$ cat config.mk
export PLATFORM = sky130hd
export DESIGN_NAME = pc_sequencer
export DESIGN_NICKNAME = d
export VERILOG_FILES = /design/src/rtl/pc_sequencer.sv
export SDC_FILE = /design/constraint.sdc
export NUM_CORES = 1
export LEC_CHECK = 0
export CAP_MARGIN = 20
export CORE_ASPECT_RATIO = 0.5
export CORE_MARGIN = 3
export CORE_UTILIZATION = 55
export DETAILED_ROUTE_END_ITERATION = 10
export GPL_TIMING_DRIVEN = 0
export PLACE_DENSITY = 0.81
export SETUP_SLACK_MARGIN = 0.3
export SKIP_CTS_REPAIR_TIMING = 1
export SLEW_MARGIN = 25
export SYNTH_ARGS = -nofsm -noshare
export SYNTH_HDL_FRONTEND = slang
export SYNTH_SLANG_ARGS = --single-unit
$ cat constraint.sdc
create_clock -name clock -period 3 [get_ports clock]
set_clock_uncertainty 0.2 [all_clocks]
set_input_delay 0.3 -clock clock [delete_from_list [all_inputs] [get_ports clock]]
set_output_delay 0.3 -clock clock [all_outputs]
set_load 0.05 [all_outputs]
$ cat src/rtl/pc_sequencer.sv
// pc_sequencer: flagPC/newAddress sequencer with return stack; PCSEQ_STACK_WRAP_EN makes the stack circular
module pc_sequencer #(
  parameter int ADDR_WIDTH  = 12,
  parameter int STACK_DEPTH = 4
) (
  input  logic                           clock,
  input  logic                           reset,
  input  logic                           instr_valid,
  input  logic [2:0]                     op,
  input  logic [ADDR_WIDTH-1:0]          target,
  input  logic                           zero,
  input  logic [ADDR_WIDTH-1:0]          address,
  input  logic                           resume,
  output logic [2:0]                     flagPC,
  output logic [ADDR_WIDTH-1:0]          newAddress,
  output logic                           ready,
  output logic                           halted,
  output logic                           fault,
  output logic [$clog2(STACK_DEPTH):0]   stack_level
);
  localparam int PW = $clog2(STACK_DEPTH);
  localparam int LW = PW + 1;
`ifdef PCSEQ_STACK_WRAP_EN
  localparam bit WRAP = 1'b1;
`else
  localparam bit WRAP = 1'b0;
`endif
  localparam logic [2:0] OP_SEQ = 3'd0, OP_JMP = 3'd1, OP_BZ = 3'd2, OP_BNZ = 3'd3,
                         OP_CALL = 3'd4, OP_RET = 3'd5, OP_WAIT = 3'd6, OP_HALT = 3'd7;
  typedef enum logic [1:0] {S_RUN, S_WAIT, S_HALT, S_FAULT} state_t;
  state_t                state, state_n;
  logic [2:0]            flag_n;
  logic [ADDR_WIDTH-1:0] addr_n, wait_addr, wait_n;
  logic [ADDR_WIDTH-1:0] stack [STACK_DEPTH];
  logic [PW-1:0]         ptr, ptr_n;
  logic [LW-1:0]         lvl, lvl_n;
  logic                  fault_n, push, full, empty;
  assign full        = lvl == LW'(STACK_DEPTH);
  assign empty       = lvl == '0;
  assign ready       = state == S_RUN;
  assign halted      = state == S_HALT;
  assign stack_level = lvl;
  always_comb begin
    state_n = state;
    flag_n  = 3'd0;
    addr_n  = newAddress;
    wait_n  = wait_addr;
    ptr_n   = ptr;
    lvl_n   = lvl;
    fault_n = fault;
    push    = 1'b0;
    case (state)
      S_RUN: if (instr_valid) begin
        case (op)
          OP_SEQ: flag_n = 3'd1;
          OP_JMP: begin
            flag_n = 3'd2;
            addr_n = target;
          end
          OP_BZ, OP_BNZ: begin
            flag_n = (zero == (op == OP_BZ)) ? 3'd2 : 3'd1;
            addr_n = (zero == (op == OP_BZ)) ? target : newAddress;
          end
          OP_CALL: if (full && !WRAP) begin
            fault_n = 1'b1;
            state_n = S_FAULT;
          end else begin
            push   = 1'b1;
            flag_n = 3'd2;
            addr_n = target;
            ptr_n  = ptr + 1'b1;
            lvl_n  = full ? lvl : lvl + 1'b1;
          end
          OP_RET: if (empty) begin
            fault_n = 1'b1;
            state_n = S_FAULT;
          end else begin
            flag_n = 3'd2;
            addr_n = stack[ptr - 1'b1];
            ptr_n  = ptr - 1'b1;
            lvl_n  = lvl - 1'b1;
          end
          OP_WAIT: begin
            wait_n  = address;
            flag_n  = 3'd3;
            state_n = S_WAIT;
          end
          default: state_n = S_HALT;
        endcase
      end
      S_WAIT: begin
        flag_n  = (address == wait_addr) ? 3'd3 : 3'd0;
        state_n = (address == wait_addr) ? S_WAIT : S_RUN;
      end
      S_HALT: begin
        flag_n  = resume ? 3'd1 : 3'd0;
        state_n = resume ? S_RUN : S_HALT;
      end
      default: ;
    endcase
  end
  always_ff @(posedge clock or negedge reset)
    if (!reset) begin
      state      <= S_RUN;
      flagPC     <= '0;
      newAddress <= '0;
      wait_addr  <= '0;
      ptr        <= '0;
      lvl        <= '0;
      fault      <= 1'b0;
      for (int i = 0; i < STACK_DEPTH; i++) stack[i] <= '0;
    end else begin
      state      <= state_n;
      flagPC     <= flag_n;
      newAddress <= addr_n;
      wait_addr  <= wait_n;
      ptr        <= ptr_n;
      lvl        <= lvl_n;
      fault      <= fault_n;
      if (push) stack[ptr] <= address + 1'b1;
    end
endmodule

# Yosys cells after proc, flatten, opt, wreduce, memory -nomap -nowiden

Index checks and enable logic that the tools add are counted.

Add/subtract/negate cells: 5
$mul: 0
Divide/modulo/power cells: 0
$lt $le $gt $ge: 3
Equal/unequal tests: 20
Shift operators: 0
Mux-type cells: 38
Bitwise logic cells: 2
Reduce and logical (&&, ||, !) cells: 14

Operators with widths:

| cell                    | number |
|---|---|
| $mux W12                | 6 |
| $bwmux W48              | 1 |
| $pmux W12 S4            | 1 |
| $bmux W12 S2            | 1 |
| $demux W12 S2           | 1 |
| $mux W2                 | 11 |
| $reduce_and A5 Y1       | 3 |
| $ne A2 B2 Y1 const B    | 7 |
| $add A12 B1 Y12 const B | 1 |
| $eq A12 B12 Y1          | 1 |
| $eq A3 B3 Y1 const B    | 4 |
| $pmux W2 S3             | 2 |
| $pmux W2 S6             | 1 |
| $mux W1                 | 8 |
| $pmux W2 S4             | 1 |
| $eq A3 B2 Y1 const B    | 2 |
| $ge A3 B3 Y1 const B    | 2 |
| $logic_not A3 Y1        | 2 |
| $mux W3                 | 2 |
| $ne A3 B3 Y1 const B    | 2 |
| $not A2 Y3              | 2 |
| $pmux W3 S2             | 1 |
| $reduce_and A6 Y1       | 1 |
| $pmux W2 S2             | 1 |
| 18 further kinds        | 18 |

Register bits after elaboration: 83
Latch bits: 0
Memory bits (writable): 0
Memory bits (read-only): 0
Input port bits: 32
Output and inout port bits: 21
Logic and storage cells: 93
Memories: 0

# Logic depth before layout (Yosys ltp)

Gate-level depths: netlist of the first run.

Depth after elaboration: 7
Mapped depth: 8
Depth with buffers taken out: 7

# Worst setup path after synthesis of the first run

OpenSTA, ideal clock, no wires.

Kind: reg-to-reg
Start point: reg ptr[0]
End point: reg newAddress[11]
Library setup time: 125 ps
Arrival time: 2257 ps
Data required time: 2675 ps
Setup slack: 418 ps
Cell stages (with the launch flop): 8
Path buffers: 2
Period minus slack after synthesis: 2582 ps
Path through: dfrtp_1 buf_6 inv_1 ha_1 buf_1 mux4_2 mux2_2 mux2_4

Cells in the longest elaborated chain, start to end: 7

Ends and longest elaborated chain:

| item                                        | RTL line | text |
|---|---|---|
| start: declaration                          | 35       | `logic [PW-1:0] ptr, ptr_n;` |
| start signal: assignment                    | 117      | `ptr <= ptr_n;` |
| $sub A2 B1 Y2                               | 79       | `addr_n = stack[ptr - 1'b1];` |
| $not A2 Y3 (implied by the code)            | 79       |  |
| $bmux W12 S2                                | 79       |  |
| $mux W12 (implied by the code) (2 in a row) | 79       |  |
| $mux W12                                    | 74       | `OP_RET: if (empty) begin` |
| $pmux W12 S4                                | 54       | `case (op)` |
| end signal: assignment                      | 115      | `newAddress <= addr_n;` |
| end: declaration                            | 15       | `output logic [ADDR_WIDTH-1:0] newAddress,` |

No other way between the ends. The select of a mux whose other input is x is not followed.
A chain may end at the register's enable or synchronous reset.

# Worst setup path in the final report of the first run

Ends and elaborated chain as after synthesis.

==> metrics.md, run 1 <==
| Metric | Value |
|---|---|
| Routed length per instance | `19.0 um` |
| Worst-margin pin slew | `0.799 ns` |
| Root buffer cell | `clkbuf_16` |
| Yosys cell types | `43` |
| Routed Antenna Nets | `0` |
| Critical path startpoint category | `flip-flop` |
| Share of layout cells above drive strength 1 | `roughly 22%` |
| DRC | `0` |
| Worst-path clk slew | `0.06 ns` |
| Syn nets | `~400` |
| Initial antenna violation count | `0` |
| Global route overflow | `0` |
| RSZ-0062 raised after global routing | `no` |
| Min Tclk post-route | `between 2 and 3 ns` |
| P_leak | `between 2 and 2.5 nW` |
| Placer Congestion | `between 0.7 and 0.8` |
| Placed insts | `~500` |
| Largest net degree at the start of global routing | `59` |
| Final instance area | `approximately 5200 um^2` |
| N_diodes | `0` |
| Maximum vdd drop | `around 0.0006 V` |
| Vias in the first global route | `about 3100` |
| Setup Viol. Count Final | `0` |
| Slew margin rel. | `46.3%` |
| Routing usage on met2 | `about two fifths` |
| I/O pin cnt | `53` |
| Final non-filler cell total | `slightly above 500` |
| Crit path kind | `flip-flop to flip-flop` |
| Max clock buf depth | `2` |
| CTS tree | `built` |
| Async SR Flop Fraction | `100%` |
| Wire length of the first global-routing pass | `15800 um` |
| Die footprint | `8750 um^2` |
| Hold Crit Class | `input port to flip-flop` |
| Gr busiest metal | `met2` |
| Worst Setup End Kind | `flip-flop` |
| Starting Density | `between 50% and 60%` |
| Main synth FF type | `dfrtp_1` |
| Starting DRT DRC Count | `around 190` |
| FP Rows | `21` |
| Synthesis Warnings | `0` |
| CTS HTree Levels | `3` |
| DR vias | `3011` |
| IO Port Bufs | `47` |
| WL final | `slightly below 10000 um` |
| Pins over their slew limit | `0` |
| Synth Instances | `around 360` |
| CP required | `between 3 and 4 ns` |
| Crit Path Max Fanout | `10` |
| Vias per std cell | `between 5 and 6` |
| Die Y | `67.7 um` |
| # fillers | `roughly 450` |
| Routing usage on met3 | `under 10%` |
| Final nets | `~460` |
| Critical Path AT | `around 2.6 ns` |
| Register area share after synthesis | `about 50%` |
| Fin. Hold Viols | `0` |
| Num CTS Buffers | `9` |
| GR Util All Layers | `between 20% and 30%` |
| Status | `finished, final reports clean` |
| CTS Sinks | `82` |
| DPL Wire Length | `around 6900 um` |
| Area Growth Syn to Fin | `23.3%` |
| Number of synthesized flops with an enable pin | `0` |
| Max Clk Rate | `between 300 and 400 MHz` |
| Post-placement cell area | `about 4800 um^2` |
| Die W | `~130 um` |
| Pre-antenna DRT Iters | `4` |
| Mapped Avg Cell Area | `11.7 um^2` |
| GRT met1 Usage | `a little under a third` |
| Max-Cap Viols | `0` |
| Worst skew pair latency | `about 0.34 ns` |
| Core ar. | `between 7000 and 8000 um^2` |
| Synthesized cell area | `roughly 4200 um^2` |
| Power density cells | `approximately 1100 nW/um^2` |
| Synth Register Bits | `82` |
| Fin crit share | `85.6%` |
[worst paths after layout]
| path | from | endpoint | slack, ns | cells past startpoint |
|---|---|---|---|---|
| worst min register to register | stack[12]$_DFFE_PN0P_ | stack[12]$_DFFE_PN0P_ | 0.28 | 2 |
| worst max-delay path | ptr[0]$_DFFE_PN0P_ | newAddress[11]$_DFFE_PN0P_ | 0.43 | 7 |
| max in group asynchronous | reset | ptr[0]$_DFFE_PN0P_ | 1.80 | 3 |
| worst min-delay path | address[2] | wait_addr[2]$_DFFE_PN0P_ | 0.11 | 2 |
| min in group asynchronous | reset | wait_addr[11]$_DFFE_PN0P_ | 0.21 | 2 |
| worst max register to register | ptr[0]$_DFFE_PN0P_ | newAddress[11]$_DFFE_PN0P_ | 0.43 | 7 |
[area by class of cell]
cell class | count | area [um^2] | area share, %
well taps | 92 | 115 | 2.23
inverters | 6 | 22.5 | 0.437
multi-input cells | 249 | 1980 | 38.4
clock inverters | 6 | 115 | 2.23
clock buffers | 10 | 229 | 4.44
flip-flops and latches | 82 | 2050 | 39.8
repair buffers | 49 | 505 | 9.80
plain buffers | 19 | 136 | 2.64
[placed cells by master (no fill, tap or decap), types with 8 or more instances in the layout]
cell type,instances
xor2_1,8
ha_1,8
nor2_1,50
mux2_4,10
dfrtp_1,81
xnor2_1,20
mux2_2,30
clkbuf_16,9
nand2_1,23
a21oi_1,41
mux4_2,9
buf_4,9
clkdlybuf4s50_1,46
[metrics by stage]
stage	utilization, %	hold slack [ns]	power [mW]	worst slack (ns)	setup TNS [ns]
floorplan	-	-0.196	3.52	0.418	0
global placement	68.0	0.257	4.10	-1.17	-95.73
detailed placement	68.3	0.0211	4.22	-0.0535	-0.206
CTS	73.2	-0.340	5.50	-0.0882	-0.513
global route	73.5	0.117	5.81	0.329	0
finish	73.5	0.112	5.52	0.431	0
[Yosys cell counts (2+ instances only)]
master | n | share of area [%]
a21oi_1 | 41 | 4.9
a31oi_1 | 3 | 0.45
and2_1 | 4 | 0.60
and3_1 | 2 | 0.30
buf_2 | 7 | 0.84
buf_4 | 8 | 1.4
dfrtp_1 | 82 | 49
ha_1 | 9 | 2.7
inv_1 | 6 | 0.54
mux2_2 | 30 | 8.1
mux2_4 | 10 | 3.6
mux2i_1 | 4 | 0.96
mux4_1 | 3 | 1.9
mux4_2 | 9 | 4.8
nand2_1 | 23 | 2.1
nand3_1 | 4 | 0.48
nand3b_1 | 2 | 0.36
nand4_1 | 5 | 0.75
nor2_1 | 50 | 4.5
o21ai_0 | 5 | 0.60
xnor2_1 | 20 | 4.2
xor2_1 | 8 | 1.7
[critical path, cell delays in order, from the launching register on]
cell and delay (ns):
dfrtp_2 0.45, buf_6 0.21, inv_1 0.11, ha_2 0.39
buf_6 0.18, mux4_2 0.37, mux2_2 0.28, mux2_4 0.26
[where the power goes]
part	internal (mW)	switching, mW
sequential	1.60	0.337
clock	0.816	0.440
combinational	1.08	1.25
total	3.50	2.03
[state kept, by name (all words and copies together) (netlist names)]
register / flops
fault: 1
flagPC: 2
newAddress: 12
ptr: 2
stack: 48
stack_level: 3
state: 2
wait_addr: 12
[logic make-up (layout without fill, tap and decap cells)]
logic type	count (synthesis)	count (layout)	share of synthesized area [%]
DFF	82	82	49.1
muxes	56	56	19.4
xor gates and xnor gates	28	28	5.86
and+or+nand+nor	98	98	11.0
AOI/OAI and AO/OA	56	56	7.87
adders and majority gates	10	10	3.17
buffers and inverters	25	90	3.62
other	1	1	0.0897
[metal layers]
layer	vias to the layer above	wire [um]	part of all wire, %
li1	1368	-	-
met1	1519	4250	44
met2	104	4610	47
met3	20	709	7.3
met4	0	159	1.6
met5	-	0	0
Power figures use the tool's default switching activity.
==> run 2, diff against run 1 <==
--- a/config.mk
+++ b/config.mk
@@ -7,11 +7,11 @@
 export LEC_CHECK = 0
 export CAP_MARGIN = 20
 export CORE_ASPECT_RATIO = 0.5
-export CORE_MARGIN = 3
-export CORE_UTILIZATION = 55
+export CORE_MARGIN = 8
+export CORE_UTILIZATION = 60
 export DETAILED_ROUTE_END_ITERATION = 10
 export GPL_TIMING_DRIVEN = 0
-export PLACE_DENSITY = 0.81
+export PLACE_DENSITY = 0.87
 export SETUP_SLACK_MARGIN = 0.3
 export SKIP_CTS_REPAIR_TIMING = 1
 export SLEW_MARGIN = 25
==> constraint.sdc (replaced) <==
create_clock -name clock -period 3.1 [get_ports clock]
set_clock_uncertainty 0.2 [all_clocks]
set_input_delay 0.31 -clock clock [delete_from_list [all_inputs] [get_ports clock]]
set_output_delay 0.31 -clock clock [all_outputs]
set_load 0.05 [all_outputs]
==> metrics.md, run 2 (same netlist as run 1, synthesis figures left out) <==
| Metric | Value |
|---|---|
| Max Clk Rate | `approximately 380 MHz` |
| CP peak stage delay | `~0.45 ns` |
| Final nets | `458` |
| Num CTS Buffers | `9` |
| Status | `finished, final reports clean` |
| WL final | `10600 um` |
| Crit path kind | `flip-flop to flip-flop` |
| Worst hold slack | `0.148 ns` |
| N_diodes | `0` |
| Worst Setup End Kind | `flip-flop` |
| Worst path slowest cell | `dfrtp_2` |
| Slew margin rel. | `between 40 and 50%` |
| Die W | `between 100 and 150 um` |
| Final non-filler cell total | `a little over 500` |
| Die Y | `75.0 um` |
| Worst slack at placement | `slightly above 0.04 ns` |
| Largest net degree at the start of global routing | `47` |
| Fin util | `roughly three quarters` |
| DRC | `0` |
| CTS tree | `built` |
| Fin. Hold Viols | `0` |
| DR vias | `3155` |
| Placer Congestion | `~0.84` |
| Most common cell after layout, fill and taps aside | `dfrtp_1` |
| Die footprint | `between 10000 and 15000 um^2` |
| Global route overflow | `0` |
| Pre-antenna DRT Iters | `5` |
| Critical Path AT | `~2.7 ns` |
| Share of layout cells above drive strength 1 | `a little over a fifth` |
| Wire length of the first global-routing pass | `approximately 17000 um` |
| DPL Wire Length | `just over 7000 um` |
| Starting DRT DRC Count | `360` |
| Final WS setup | `approximately 0.46 ns` |
| Setup Viol. Count Final | `0` |
| CP cell instances | `buf_6 > inv_1 > ha_1 > clkbuf_4 > mux4_2 > mux2_2 > mux2_4` |
| CP bufs+invs | `3` |
| GR Util All Layers | `22.3%` |
| Vias in the first global route | `~3300` |
| FP Rows | `21` |
| Routed length per instance | `approximately 21 um` |
| TNS Setup | `0 ns` |
| Vias per std cell | `just over 6` |
| Post-placement cell area | `4790 um^2` |
| Power density cells | `1030 nW/um^2` |
| Max-Cap Viols | `0` |
| Dominant delay contributor by cell family on the critical path | `multiplexers` |
| CTS Sinks | `slightly above 80` |
| Starting Density | `62.2%` |
| I/O pin cnt | `53` |
| Maximum vdd drop | `0.000454 V` |
| Placed insts | `496` |
| Commonest non-fill, non-tap cells in the layout | `dfrtp_1 (81), nor2_1 (50), clkdlybuf4s50_1 (46)` |
| Core ar. | `about 6700 um^2` |
| IO Port Bufs | `47` |
| P_leak | `2.30 nW` |
| Biggest register | `stack` |
| Worst-margin pin slew | `between 0.7 and 0.8 ns` |
| Initial antenna violation count | `0` |
| Area Growth Syn to Fin | `22.3%` |
| RSZ-0062 raised after global routing | `no` |
| Critical path startpoint category | `flip-flop` |
| Worst skew pair latency | `about 0.34 ns` |
| Max clock buf depth | `2` |
| Min Tclk post-route | `around 2.6 ns` |
| Root buffer cell | `clkbuf_16` |
| Total design power | `5.27 mW` |
| Hold Crit Class | `input port to flip-flop` |
| CTS HTree Levels | `3` |
| Final instance area | `~5100 um^2` |
| Pins over their slew limit | `0` |
| Routed Antenna Nets | `0` |
| Worst-path clk slew | `around 0.06 ns` |
| CP required | `about 3.1 ns` |
| Crit Path Max Fanout | `10` |
| Max FFs per register | `48` |
| Biggest regs | `stack x48, newAddress x12, wait_addr x12` |
| Fin crit share | `approximately 85%` |
## run 2: changes by cell type in the layout (fill, tap and decap cells not counted), sizes merged
cell	change
buf	-1
bufinv	-2
clkbuf	+3
clkinv	+1
clkinvlp	-1
## run 2: final timing paths
path                                     from  slack (ns)                         to  depth (start not counted)
max                        ptr[0]$_DFFE_PN0P_        0.46  newAddress[8]$_DFFE_PN0P_                          7
min                                address[2]        0.15   wait_addr[2]$_DFFE_PN0P_                          2
max reg2reg                ptr[0]$_DFFE_PN0P_        0.46  newAddress[8]$_DFFE_PN0P_                          7
min reg2reg                 fault$_DFFE_PN0P_        0.29          fault$_DFFE_PN0P_                          1
max in group asynchronous               reset        1.80         ptr[0]$_DFFE_PN0P_                          3
min in group asynchronous               reset        0.27  wait_addr[10]$_DFFE_PN0P_                          2
## run 2: per-layer routing
metal  global-route usage (%)  wire length (um)  up-vias
met5                        0                 0        -
met4                     10.2               320        0
met3                     6.99              1040       38
met2                     37.6              5100      183
met1                     26.4              4130     1577
li1                         -                 -     1357
## run 2: cell type report
cell class,instances,area [um^2]
well taps,92,115
fillers,389,1610
multi-input cells,249,1980
plain buffers,19,133
inverters,6,22.5
repair buffers,49,498
clock buffers,12,267
clock inverters,4,48.8
flip-flops and latches,82,2050
## run 2: where the power goes
part	total, mW	internal (mW)	leakage, nW	switching, mW
Sequential	1.88	1.55	1.05	0.338
Clock	1.11	0.688	0.159	0.419
Combinational	2.27	1.03	1.10	1.24
Total	5.27	3.27	2.30	2.00
